### config.mk
export PLATFORM = sky130hd
export DESIGN_NAME = alu_issue
export DESIGN_NICKNAME = d
export VERILOG_FILES = /design/src/rtl/alu_issue.sv
export SDC_FILE = /design/constraint.sdc
export NUM_CORES = 1
export LEC_CHECK = 0
export BUFFER_PORTS_ARGS = -buffer_cell sky130_fd_sc_hd__buf_2
export CORE_MARGIN = 5
export CORE_UTILIZATION = 52
export CTS_CLUSTER_SIZE = 28
export DETAILED_ROUTE_END_ITERATION = 12
export PLACE_DENSITY_LB_ADDON = 0.3
export SETUP_SLACK_MARGIN = 0.1
export SLEW_MARGIN = 0
export SYNTH_ARGS = -nofsm -noshare
export SYNTH_HDL_FRONTEND = slang
export SYNTH_SLANG_ARGS = --single-unit
### constraint.sdc
create_clock -name clk -period 1.8 [get_ports clk]
set_clock_uncertainty 0.05 [all_clocks]
set_input_delay 0.09 -clock clk [delete_from_list [all_inputs] [get_ports clk]]
set_output_delay 0.09 -clock clk [all_outputs]
set_load 0.02 [all_outputs]
### src/rtl/alu_issue.sv
// alu_issue: issue stage in front of the EX-stage ALU.
//
// Decodes (alu_op, funct3, funct7b5) into the 4-bit ALU control code and
// selects/conditions the two ALU operands. Results are held in a two-entry
// buffer (main = output register, skid = second entry). This lets the stage
// sustain one operation per cycle while in_ready comes only from a flop.
//
// Ports:
//   clk, rst            rising-edge clock, synchronous active-high reset
//   in_valid/in_ready   upstream handshake
//   alu_op, funct3,
//   funct7b5            decoded instruction fields
//   rs1_data, rs2_data,
//   imm, use_imm        operand sources; use_imm selects imm as operand B
//   out_valid/out_ready downstream handshake
//   alu_control         4-bit ALU control code (1111 when illegal)
//   op_a, op_b          conditioned ALU operands
//   illegal             unsupported encoding flag
module alu_issue #(
    parameter int XLEN = 32
) (
    input  logic            clk,
    input  logic            rst,
    input  logic            in_valid,
    output logic            in_ready,
    input  logic [1:0]      alu_op,
    input  logic [2:0]      funct3,
    input  logic            funct7b5,
    input  logic [XLEN-1:0] rs1_data,
    input  logic [XLEN-1:0] rs2_data,
    input  logic [XLEN-1:0] imm,
    input  logic            use_imm,
    output logic            out_valid,
    input  logic            out_ready,
    output logic [3:0]      alu_control,
    output logic [XLEN-1:0] op_a,
    output logic [XLEN-1:0] op_b,
    output logic            illegal
);

    localparam logic [3:0] CTRL_AND  = 4'b0000;
    localparam logic [3:0] CTRL_OR   = 4'b0001;
    localparam logic [3:0] CTRL_ADD  = 4'b0010;
    localparam logic [3:0] CTRL_SLTU = 4'b0011;
    localparam logic [3:0] CTRL_XOR  = 4'b0100;
    localparam logic [3:0] CTRL_SLL  = 4'b0101;
    localparam logic [3:0] CTRL_SUB  = 4'b0110;
    localparam logic [3:0] CTRL_SLT  = 4'b0111;
    localparam logic [3:0] CTRL_SRL  = 4'b1000;
    localparam logic [3:0] CTRL_SRA  = 4'b1001;
    localparam logic [3:0] CTRL_ILL  = 4'b1111;

    // Entry layout: {illegal, alu_control, op_a, op_b}
    localparam int EW = 1 + 4 + 2 * XLEN;

    typedef enum logic [1:0] {
        ST_EMPTY = 2'b00,
        ST_ONE   = 2'b01,
        ST_FULL  = 2'b10
    } state_t;

    // Returns {illegal, control}; control is forced to 1111 when illegal.
    function automatic logic [4:0] decode_op(
        input logic [1:0] op,
        input logic [2:0] f3,
        input logic       b5
    );
        logic [3:0] ctrl;
        logic       ill;
        ctrl = CTRL_ADD;
        ill  = 1'b0;
        case (op)
            2'b00: ctrl = CTRL_ADD;
            2'b01: ctrl = CTRL_SUB;
            2'b10, 2'b11: begin
                case (f3)
                    // I-type has no SUB: funct7b5 there is immediate bits.
                    3'b000:  ctrl = (b5 && (op == 2'b10)) ? CTRL_SUB : CTRL_ADD;
                    3'b001:  ctrl = CTRL_SLL;
                    3'b010:  ctrl = CTRL_SLT;
                    3'b011:  ctrl = CTRL_SLTU;
                    3'b100:  ctrl = CTRL_XOR;
                    3'b101:  ctrl = b5 ? CTRL_SRA : CTRL_SRL;
                    3'b110:  ctrl = CTRL_OR;
                    3'b111:  ctrl = CTRL_AND;
                    default: ctrl = CTRL_ADD;
                endcase
                // R-type: b5 only meaningful for 000/101. I-type: only
                // funct3 001 (SLLI) requires b5 clear.
                ill = (op == 2'b10) ? (b5 && (f3 != 3'b000) && (f3 != 3'b101))
                                    : (b5 && (f3 == 3'b001));
            end
            default: ctrl = CTRL_ADD;
        endcase
        ctrl = ill ? CTRL_ILL : ctrl;
        return {ill, ctrl};
    endfunction

    state_t          state_q, state_d;
    logic [EW-1:0]   main_q, main_d;
    logic [EW-1:0]   skid_q, skid_d;
    logic            out_valid_q, out_valid_d;
    logic            in_ready_q, in_ready_d;

    logic [4:0]      dec_s;
    logic [XLEN-1:0] opb_raw_s;
    logic [XLEN-1:0] new_a_s;
    logic [XLEN-1:0] new_b_s;
    logic [EW-1:0]   new_entry_s;
    logic            is_shift_s;
    logic            accept_s;
    logic            consume_s;

    // Decode the incoming operation and condition its operands.
    always_comb begin
        dec_s      = decode_op(alu_op, funct3, funct7b5);
        opb_raw_s  = use_imm ? imm : rs2_data;
        is_shift_s = (dec_s[3:0] == CTRL_SLL) || (dec_s[3:0] == CTRL_SRL) ||
                     (dec_s[3:0] == CTRL_SRA);
        if (dec_s[4]) begin
            new_a_s = {XLEN{1'b0}};
            new_b_s = {XLEN{1'b0}};
        end else if (is_shift_s) begin
            new_a_s = rs1_data;
            new_b_s = {{(XLEN-5){1'b0}}, opb_raw_s[4:0]};
        end else begin
            new_a_s = rs1_data;
            new_b_s = opb_raw_s;
        end
        new_entry_s = {dec_s, new_a_s, new_b_s};
    end

    // Buffer state machine: next state and entry movement.
    always_comb begin
        state_d   = state_q;
        main_d    = main_q;
        skid_d    = skid_q;
        accept_s  = in_valid & in_ready_q;
        consume_s = out_valid_q & out_ready;
        case (state_q)
            ST_EMPTY: begin
                if (accept_s) begin
                    main_d  = new_entry_s;
                    state_d = ST_ONE;
                end else begin
                    state_d = ST_EMPTY;
                end
            end
            ST_ONE: begin
                case ({accept_s, consume_s})
                    2'b10: begin
                        skid_d  = new_entry_s;
                        state_d = ST_FULL;
                    end
                    2'b01:   state_d = ST_EMPTY;
                    2'b11:   main_d  = new_entry_s;
                    default: state_d = ST_ONE;
                endcase
            end
            ST_FULL: begin
                if (consume_s) begin
                    main_d  = skid_q;
                    state_d = ST_ONE;
                end else begin
                    state_d = ST_FULL;
                end
            end
            default: state_d = ST_EMPTY;
        endcase
        out_valid_d = (state_d != ST_EMPTY);
        in_ready_d  = (state_d != ST_FULL);
    end

    // State and storage registers with synchronous reset.
    always_ff @(posedge clk) begin
        if (rst) begin
            state_q     <= ST_EMPTY;
            main_q      <= {EW{1'b0}};
            skid_q      <= {EW{1'b0}};
            out_valid_q <= 1'b0;
            in_ready_q  <= 1'b1;
        end else begin
            state_q     <= state_d;
            main_q      <= main_d;
            skid_q      <= skid_d;
            out_valid_q <= out_valid_d;
            in_ready_q  <= in_ready_d;
        end
    end

    assign in_ready    = in_ready_q;
    assign out_valid   = out_valid_q;
    assign illegal     = main_q[EW-1];
    assign alu_control = main_q[EW-2:EW-5];
    assign op_a        = main_q[2*XLEN-1:XLEN];
    assign op_b        = main_q[XLEN-1:0];

endmodule

# == Word-level counts from Yosys, hierarchy flattened ==
# Cells that the tools add are included.
# op_classes
eq_ne,23
n_mux,19
bitwise_logic,2
reduce_logical,15
# op_table
op,n
69-bit two-way mux,3
69-bit case mux with 3 select lines,1
32-bit two-way mux,4
4-bit case mux with 8 select lines,1
"3-bit equality test, second input constant",4
2-bit case mux with 3 select lines,2
4-bit case mux with 3 select lines,1
"2-bit equality test, second input constant",5
"4-bit equality test, second input constant",2
"2-bit by 1-bit equality test with 1-bit output, second input constant",3
"3-bit by 2-bit equality test with 1-bit output, second input constant",2
"2-bit inequality test, second input constant",3
3-bit nonzero test,2
"4-bit by 3-bit equality test with 1-bit output, second input constant",1
1-bit logical AND,4
2-bit zero test,2
1-bit two-way mux,4
4-bit two-way mux,1
4-bit AND reduction,1
"3-bit by 1-bit equality test with 1-bit output, second input constant",1
3-bit zero test,1
3-bit two-way mux,1
"3-bit inequality test, second input constant",1
1-bit AND,2
6 further kinds,7
# word_totals
regBits,142
out_inout_bits,71
elab_cells,64

# == Depth between registers and ports, before layout ==
# Gate-level depths: netlist of run 1.
# depth
ltp_word,13
ltp_mapped,8
depth_no_buf,5

# == Worst setup path after synthesis of run 1 ==
# OpenSTA, ideal clock, no wires.
# synth_path
path_type,register -> register
startpoint,"reg out_valid_q, in the netlist out_valid"
endpoint,reg skid_q[56]
setup_ns,0.070
arrival_time_ns,1.475
required_time_ns,1.680
path_slack_ns,0.205
stages_incl_launch_ff,8
n_path_buf,2
period_less_slack_ns,1.595
path_cell_list,dfxtp_1 > nand2_1 > and2_1 > nand2_1 > buf_4 > clkbuf_1 > nand2_1 > a21oi_1
# synth_between
elab_chain_cells,3
# synth_lines
item,line,text
from (decl),102,"logic out_valid_q, out_valid_d;"
from (signal assigned),186,out_valid_q <= out_valid_d;
1-bit AND,139,consume_s = out_valid_q & out_ready;
2-bit equality test,150,"case ({accept_s, consume_s})"
2-bit AND reduction (no source line),--,
to (signal assigned),179,skid_q <= {EW{1'b0}};
to (signal assigned),185,skid_q <= skid_d;
to (decl),101,"logic [EW-1:0] skid_q, skid_d;"
# No other way between the ends.
# A chain may end at the register's enable or synchronous reset.

# == Worst setup path after layout of run 1 ==
# layout_path
startpoint,in out_ready
endpoint,reg main_q[64]
# layout_between
elab_chain_cells,4
# layout_lines
item,line,text
from (decl),34,"input logic out_ready,"
1-bit AND (*),139,
2-bit equality test,150,
2-bit by 1-bit inequality test with 1-bit output (no source line),--,
4-bit AND reduction (no source line) (*),--,
to (signal assigned),178,main_q <= {EW{1'b0}};
to (signal assigned),184,main_q <= main_d;
to (decl),100,"logic [EW-1:0] main_q, main_d;"
# Every way passes the cells marked *; elsewhere a longest branch is shown, timed or not.

==> impl_metrics.csv, run 1 <==
group,metric,value,unit
floorplanning,fp.dieW,118.0,um
synthesis,synthArstFlopShare,0,%
floorplanning,die_h,118.0,um
placed_design,portBuffers,177,
placed_design,dp_hpwl,11620,um
final_layout,finalInstanceArea,0.008056,mm^2
global_route,antenna_found_initial,1,
floorplanning,io_pins,178,
synthesis,netlist_area,0.006060,mm^2
synthesis,synth_seq_cells,142,
timing,finalMaxSlewViolations,0,
timing,min_period,1.624,ns
final_layout,nets,1001,
detailed_routing,drc,0,
clocking,cts_tree,"yes",
setup_path,required,2.05,ns
setup_path,cp-end-kind,"flop",
setup_path,cp_max_fo,24,
setup_path,arrival,1.88,ns
run,drv_cap,0,
clocking,cts_max_path_buffers,2,
clocking,clk-insertion-delay-late,0.41,ns
global_route,grt.overflow.total,0,
detailed_routing,wl_met2,8860,um
synthesis,synth.area.top_cells,"dfxtp_1 47%, a221oi_1 9.1%, nor3_1 5.8%",
setup_path,critPathLaunchType,"input port",
synthesis,synth_cell_type_count,41,
global_route,grt_pass1_vias,6080,
timing,worst_slew_pin_slew,0.5098,ns
placed_design,placed_area,0.007047,mm^2
detailed_routing,dr_wl_met3,1250,um
setup_path,worstSetupPathType,"input port to flop",
timing,slew_headroom,66.01,%
final_layout,fillers,923,
clocking,htree_num_levels,4,
timing,fin_crit_sh,90.23,%
synthesis,syn_inst,708,
pwr,power_density,1142,mW/mm^2
final_layout,drive_gt1_share,30.32,%
detailed_routing,drt-met1-wl,7133,um
detailed_routing,ant_nets,0,
synthesis,synth_area_per_cell,8.559,um^2
floorplanning,coreArea,0.01142,mm^2
clocking,cts_made_buffers,17,
synthesis,synth_nets,815,
floorplanning,rows,39,
detailed_routing,dr.first_iter.drc_count,668,
detailed_routing,via_per_inst,5.888,
clocking,root_buffer,"clkbuf_16",
timing,hold_viol,0,
floorplanning,initial_core_util,53.07,%
timing,setup_violations,0,
clocking,path_clk_slew,0.06,ns
timing,tns,0,ns
timing,rsz0062_at_grt,"yes",
detailed_routing,drt_pre_antenna_iters,5,
pwr,p_leak,3.331,nW
floorplanning,die_area,0.01391,mm^2
placed_design,pre_cts_ws,0.1005,ns
final_layout,syn2layout_area_growth,32.95,%
clocking,clock-sinks,142,
timing,worst_slack,0.1758,ns
min_path,hold_path.class,"input port to flop",
pwr,ir_drop,0.7216,mV
global_route,grt_use_total,25.10,%
final_layout,final_util,70.56,%
synthesis,yosysTopAreaCell,"dfxtp_1",
status,status,"complete, no violations",
synthesis,ys.flop_type,"dfxtp_1",
setup_path,r2r_cells,6,
synthesis,yosys_warnings,0,
detailed_routing,num_vias,6188,
detailed_routing,wl,17690,um
global_route,grt_start_max_net_pins,41,
detailed_routing,top_layer_used,"met4",
synthesis,synth_top_area_share,46.91,%
global_route,grt_pass1_wl,29320,um
timing,timing.fmax,0.6157,GHz
min_path,holdPathStages,2,
synthesis,ys_seq_area_share,46.91,%
placed_design,gp_congestion,0.7867,
clocking,cts_setup_buffers,0,
detailed_routing,post_drt_wl_per_cell,16.83,um
synthesis,synth_enable_flop_cells,0,
cells in the mapped netlist, types with 2 or more instances:
library cell,instances
dfxtp_1,142
nor2_1,78
nand2_1,76
nor3_1,70
a21oi_1,69
nand3_1,66
a221oi_1,63
clkbuf_1,28
buf_2,27
mux2_2,26
buf_4,9
o21ai_0,7
buf_6,6
mux2_1,6
inv_1,4
a31oi_1,3
nand2b_1,3
a32o_1,2
registers in the layout, indices dropped and copies added (netlist names):
| signal | cells |
|---|---|
| main_q | 69 |
| skid_q | 69 |
| state_q | 2 |
| in_ready | 1 |
| out_valid | 1 |
layout by cell type, fill, tap and decap left out, types with 2 or more instances in the layout:
| master | count |
|---|---|
| a221oi_1 | 60 |
| nand2b_1 | 3 |
| a21oi_1 | 69 |
| dfxtp_2 | 2 |
| a221oi_2 | 4 |
| buf_6 | 5 |
| buf_2 | 176 |
| a32o_1 | 2 |
| dfxtp_1 | 140 |
| buf_4 | 16 |
| clkbuf_1 | 5 |
| nand2_1 | 75 |
| bufinv_16 | 3 |
| buf_12 | 6 |
| a31oi_1 | 3 |
| clkbuf_8 | 6 |
| o21ai_0 | 7 |
| mux2_2 | 26 |
| nand2_2 | 2 |
| nand3_1 | 66 |
| nor3_1 | 70 |
| clkbuf_16 | 17 |
| inv_1 | 4 |
| mux2_1 | 6 |
| nor2_1 | 78 |
| dlygate4sd3_1 | 33 |
critical path, cell delays in order:
cell and delay, ns:
dlygate4sd3_1 0.54, buf_2 0.14, nand2_1 0.12, nand2_1 0.15
a22oi_2 0.28, buf_6 0.26, nor3_1 0.08, a32o_1 0.23
final cells by class:
type	count	area, um^2	share of cell area [%]
sequential	142	2845	35.32
clock buffer	28	526.8	6.538
timing repair buffer	237	1523	18.90
clock inverter	4	97.59	1.211
tap	143	178.9	2.221
antenna	1	2.502	0.03106
inverter	4	15.01	0.1864
multi-input combinational	492	2868	35.60
power breakdown:
group / total (W) / internal, W / leakage (nW) / switching [W]
registers: 0.00362 / 0.00345 / 1.16 / 0.000170
logic: 0.00195 / 0.000757 / 1.87 / 0.00120
clock network: 0.00363 / 0.00240 / 0.301 / 0.00122
path summary, 6_finish.rpt:
kind	from	to	slack (ns)
max	out_ready	main_q[64]	0.18
min	rst	skid_q[19]	0.05
max reg2reg	out_valid	main_q[64]	0.19
min reg2reg	skid_q[60]	skid_q[60]	0.40
metrics by stage:
stage                     hold slack [ns]  power [W]  cells
final                             0.04657   0.009203   1051
after global routing              0.05197   0.009626   1051
after CTS                         0.02864   0.009213   1050
after detailed placement           0.3177   0.005526    985
after global placement             0.3115   0.005465    985
after floorplan                    0.1713   0.004891    708
cell families after synthesis:
kind of cell	share of synthesized area [%]
flip-flops	46.91
AO/OA/AOI/OAI	18.79
XOR/XNOR	0.1446
buffers and inverters	6.442
multiplexers	5.947
AND/OR/NAND/NOR	21.76
repair_timing:
item,4_1_cts,5_1_grt
gates resized for setup,0,13
hold buffers,33,0
hold endpoints to repair,55,0
setup endpoints to repair,0,100
routing by layer:
| layer | vias to the layer above | track usage, % |
|---|---|---|
| met5 | - | 0 |
| met4 | 0 | 11.61 |
| met3 | 44 | 6.295 |
| met2 | 290 | 41.83 |
| met1 | 2917 | 30.35 |
| li1 | 2937 | - |
No activity file was read; power rests on OpenSTA's default activity.
==> run 2: changes to the inputs <==
- clock period: 1.8 -> 1.7 ns (I/O delays scaled with it)
==> impl_metrics.csv, run 2 (synthesis gave the netlist of run 1 again) <==
group,metric,value,unit
floorplanning,rows,39,
final_layout,drive_gt1_share,34.68,%
timing,rsz0062_at_grt,"yes",
timing,min_period,1.545,ns
status,status,"complete, no violations",
pwr,ir_drop,0.7070,mV
detailed_routing,num_vias,6213,
timing,finalMaxSlewViolations,0,
setup_path,worstSetupPathType,"flop to flop",
setup_path,critPathLaunchType,"flop",
final_layout,layout_common_cells,"176 x buf_2, 139 x dfxtp_1, 77 x nor2_1, 72 x nand2_1, 70 x nor3_1",
setup_path,crit_path_start,"in_ready",
setup_path,r2r_slack,0.16,ns
global_route,grt_pass1_wl,29990,um
setup_path,crit_chain,"nand2_2, buf_4, nor3_4, buf_12, buf_12, nand3_1, a21oi_1",
setup_path,critPathTopFamily,"buffers and inverters",
timing,tns,0,ns
placed_design,portBuffers,177,
setup_path,arrival,1.83,ns
setup_path,r2r_end,"skid_q[23]",
final_layout,fin_cells,1061,
final_layout,final_util,73.33,%
clocking,clock-sinks,142,
detailed_routing,drc,0,
final_layout,nets,1011,
timing,hold_viol,0,
final_layout,syn2layout_area_growth,38.18,%
global_route,grt.overflow.total,0,
timing,fin_crit_sh,90.86,%
setup_path,crit_slowest_cell,"dfxtp_1",
setup_path,crit_top_cell,"buf_12",
clocking,cts_tree,"yes",
run,drv_cap,0,
timing,slew_headroom,76.71,%
floorplanning,die_h,118.0,um
clocking,cts_max_path_buffers,2,
floorplanning,fp.dieW,118.0,um
detailed_routing,via_per_inst,5.856,
placed_design,dp_hpwl,11400,um
clocking,htree_num_levels,4,
setup_path,r2r-start,"in_ready",
pwr,power_density,1153,mW/mm^2
global_route,grt_use_total,25.39,%
floorplanning,initial_core_util,53.07,%
setup_path,cp_max_fo,33,
clocking,path_clk_slew,0.06,ns
final_layout,fillers,820,
setup_path,r2r_cells,7,
pwr,p_leak,3.464,nW
timing,setup_violations,0,
clocking,clk-insertion-delay-late,0.41,ns
setup_path,cp-end-kind,"flop",
floorplanning,io_pins,178,
global_route,antenna_found_initial,1,
floorplanning,die_area,0.01391,mm^2
clocking,cts_made_buffers,17,
global_route,grt_pass1_vias,6291,
setup_path,critPathCapture,"skid_q[23]",
timing,worst_slew_pin_slew,0.3494,ns
timing,timing.fmax,0.6474,GHz
detailed_routing,wl,18280,um
clocking,root_buffer,"clkbuf_16",
floorplanning,coreArea,0.01142,mm^2
detailed_routing,ant_nets,0,
setup_path,cp.depth,7,
setup_path,required,1.99,ns
setup_path,crit_buf_inv,3,
global_route,grt_start_max_net_pins,67,
detailed_routing,post_drt_wl_per_cell,17.22,um
detailed_routing,dr.first_iter.drc_count,563,
detailed_routing,drt_pre_antenna_iters,5,
setup_path,critPathMaxStageDelay,0.33,ns
final_layout,mostFrequentLayoutCell,"buf_2",
placed_design,gp_congestion,0.8039,
min_path,hold_path.class,"input port to flop",
final_layout,reg_top3,"main_q x69, skid_q x69, state_q x2",
placed_design,placedCellCount,987,
run 2: how the worst min path moves through the flow:
stage / startpoint / endpoint / cells past startpoint
after floorplan: rst / in_ready / 1
after global placement: rs1_data[21] / skid_q[53] / 3
after detailed placement: rs1_data[6] / skid_q[38] / 3
after CTS: alu_op[0] / skid_q[66] / 5
after global routing: funct3[2] / skid_q[67] / 3
final: alu_op[0] / skid_q[66] / 5
run 2: layout make-up:
cell class | count | area, um^2 | share of cell area [%]
Timing Repair Buffer | 247 | 1714 | 20.47
Clock inverter | 13 | 113.9 | 1.360
Antenna cell | 1 | 2.502 | 0.02989
Multi-Input combinational cell | 492 | 3047 | 36.39
Tap cell | 143 | 178.9 | 2.137
Inverter | 4 | 15.01 | 0.1793
Clock buffer | 19 | 452.9 | 5.409
Sequential cell | 142 | 2849 | 34.03
run 2: where the power goes:
group	leakage, nW	switching, W	internal [W]
clock network	0.268	0.00143	0.00209
registers	1.16	0.000181	0.00365
logic	2.03	0.00136	0.000935
run 2: per-layer routing:
layer	up-vias	global-route usage, %	wire, um
met5	-	0	0
met4	0	9.319	382
met3	35	5.815	1325
met2	274	43.42	9236
met1	2932	31.12	7331
li1	2972	-	-
run 2: repair_timing:
| action | in CTS | in global routing |
|---|---|---|
| setup endpoints to repair | 11 | 67 |
| hold buffers | 34 | 0 |
| endpoints found under the hold margin | 63 | 0 |
| gates resized for setup | 8 | 38 |
| pin swaps | 1 | 4 |
| buffers inserted | 2 | 2 |
| gates cloned | 1 | 2 |
run 2: worst reg2reg max path, delay by kind of cell (launching register included):
kind,cells,cell delay [ns]
flops,1,0.33
simple gates,3,0.39
buf+inv,3,0.50
compound gates,1,0.20
run 2: through the flow:
step	setup slack (ns)	power [W]	hold slack (ns)	instance area, um^2
6_report	0.1553	0.009652	0.06330	8373
5_1_grt	0.05292	0.01008	0.08285	8373
4_1_cts	0.1108	0.009501	0.04839	8090
3_5_place_dp	0.07386	0.005890	0.3134	7112
3_3_place_gp	0.1556	0.005822	0.3087	7112
2_1_floorplan	0.1047	0.005179	0.1663	6060
==> run 3: changes to the inputs <==
- CORE_UTILIZATION: 52 -> 47
- clock period: 1.7 -> 1.3 ns (I/O delays scaled with it)
==> impl_metrics.csv, run 3 (synthesis gave the netlist of run 1 again) <==
group,metric,value,unit
status,status,"complete, but fails checks",
status,violations,"setup timing",
placed_design,portBuffers,177,
detailed_routing,via_per_inst,6.332,
final_layout,diodes,0,
timing,worst_slack,-0.3740,ns
global_route,grt_pass1_wl,33850,um
global_route,grt_pass1_vias,6970,
timing,tns,-34.38,ns
final_layout,mostFrequentLayoutCell,"buf_2",
setup_path,required,1.53,ns
pwr,ir_drop,1.028,mV
final_layout,multi_input_area,0.004297,mm^2
timing,min_period,1.674,ns
pwr,p_int,0.009952,W
floorplanning,fp.dieW,123.5,um
floorplanning,io_pins,178,
min_path,hold_path.class,"input port to flop",
pwr,pwr-share-clk,32.8,%
timing,hold_viol,0,
final_layout,syn2layout_area_growth,79.33,%
setup_path,critPathLaunchType,"flop",
clocking,cts_tree,"yes",
pwr,p_seq_share,34.6,%
detailed_routing,post_drt_wl_per_cell,23.72,um
pwr,p_leak,4.257,nW
floorplanning,rows,41,
final_layout,fillers,567,
placed_design,gp_congestion,0.8291,
detailed_routing,drt_pre_antenna_iters,8,
final_layout,drive_gt1_share,57.47,%
final_layout,seq_area,0.002855,mm^2
setup_path,cp_max_fo,10,
timing,rsz0062_at_grt,"yes",
pwr,p_comb_share,32.5,%
detailed_routing,num_vias,7358,
clocking,cts_made_buffers,17,
timing,finalMaxSlewViolations,0,
floorplanning,die_area,0.01526,mm^2
setup_path,cp-end-kind,"flop",
placed_design,placedCellCount,1049,
placed_design,dp_hpwl,12640,um
pwr,power_density,1354,mW/mm^2
clocking,root_buffer,"clkbuf_16",
final_layout,layout_common_cells,"175 x buf_2, 138 x dfxtp_1, 66 x nand2_1, 54 x nor3_1, 53 x nor2_1",
setup_path,worstSetupPathType,"flop to flop",
pwr,p_sw,0.004767,W
clocking,clk-insertion-delay-late,0.42,ns
detailed_routing,ant_nets,0,
detailed_routing,wl,27570,um
global_route,grt_use_total,28.13,%
final_layout,reg_top3,"main_q x69, skid_q x69, state_q x2",
run,drv_cap,0,
detailed_routing,dr.first_iter.drc_count,824,
clocking,htree_num_levels,4,
pwr,switching_share,32.39,%
timing,fin_crit_sh,128.8,%
timing,timing.fmax,0.5974,GHz
timing,setup_violations,141,
timing,worst_slew_pin_slew,0.4283,ns
final_layout,nets,1085,
final_layout,fin_cells,1162,
timing,slew_headroom,71.45,%
detailed_routing,drc,0,
setup_path,arrival,1.90,ns
clocking,cts_max_path_buffers,2,
floorplanning,coreArea,0.01262,mm^2
global_route,antenna_found_initial,1,
clocking,path_clk_slew,0.06,ns
global_route,grt.overflow.total,0,
clocking,clock-sinks,142,
setup_path,r2r_slack,-0.37,ns
floorplanning,initial_core_util,48.02,%
global_route,grt_start_max_net_pins,61,
floorplanning,die_h,123.5,um
## run 3: cell types whose count changed in the layout (fill, tap and decap cells not counted), moves of 20 or more
| cell | delta |
|---|---|
| nand3_1 | -53 |
| a21oi_1 | -44 |
| a21oi_2 | +44 |
| nand3_2 | +40 |
| a221oi_1 | -34 |
| buf_4 | +25 |
| nor2_1 | -24 |
| buf_12 | +22 |
| a221oi_4 | +20 |
## run 3: cell type report
cell class | instances | share of cell area [%]
sequential | 142 | 26.28
multi-input combinational | 493 | 39.54
timing repair buffer | 320 | 26.75
tap | 172 | 1.980
clock buffer | 25 | 4.560
inverter | 4 | 0.1382
clock inverter | 6 | 0.7599
## run 3: worst max-delay path: stages (launching register included)
cell and delay [ns]:
dfxtp_2 0.33, buf_4 0.15, nor2b_4 0.15, buf_4 0.13
buf_6 0.13, clkbuf_16 0.17, a221oi_2 0.32, nor3_1 0.09
## run 3: what timing repair did
action | CTS | global route
hold buffers | 34 | 0
resized for setup | 92 | 168
pin swaps | 37 | 79
setup buffers | 17 | 10
setup endpoints to repair | 142 | 143
endpoints found under the hold margin | 74 | 0
cloned | 10 | 12
## run 3: final timing paths
check | from | end | depth (start not counted)
worst max-delay path | state_q[1] | main_q[55] | 7
worst min-delay path | rs2_data[8] | skid_q[8] | 4
worst max register to register | state_q[1] | main_q[55] | 7
worst min register to register | skid_q[50] | skid_q[50] | 2
## run 3: through the flow
| stage | total power [W] | hold slack, ns | worst slack, ns | cell area, um^2 | util [%] |
|---|---|---|---|---|---|
| finish | 0.01472 | 0.06042 | -0.3740 | 10870 | 86.11 |
| global route | 0.01516 | 0.06786 | -0.4064 | 10870 | 86.11 |
| CTS | 0.01357 | 0.03734 | -0.2102 | 9623 | 76.25 |
| detailed placement | 0.008184 | 0.3038 | -0.2503 | 7878 | 62.42 |
| global placement | 0.008081 | 0.2936 | -0.1667 | 7878 | 62.42 |
| floorplan | 0.007051 | 0.1457 | -0.1188 | 6518 | - |
## run 3: power groups by stage
stage / sequential, W / clock (W) / combinational [W]
after global routing: 0.00513 / 0.00505 / 0.00499
after detailed placement: 0.00510 / 0 / 0.00309
after floorplan: 0.00545 / 0 / 0.00160
after global placement: 0.00508 / 0 / 0.00300
after CTS: 0.00502 / 0.00481 / 0.00374
final: 0.00510 / 0.00483 / 0.00479
## run 3: layer usage
layer  global-route usage, %  routed length, um  up-vias
met1                   31.43               9672     3510
met5                       0                  7        -
li1                        -                  -     3132
met3                   6.862               2425      163
met2                   49.10              13870      551
met4                   15.29               1587        2
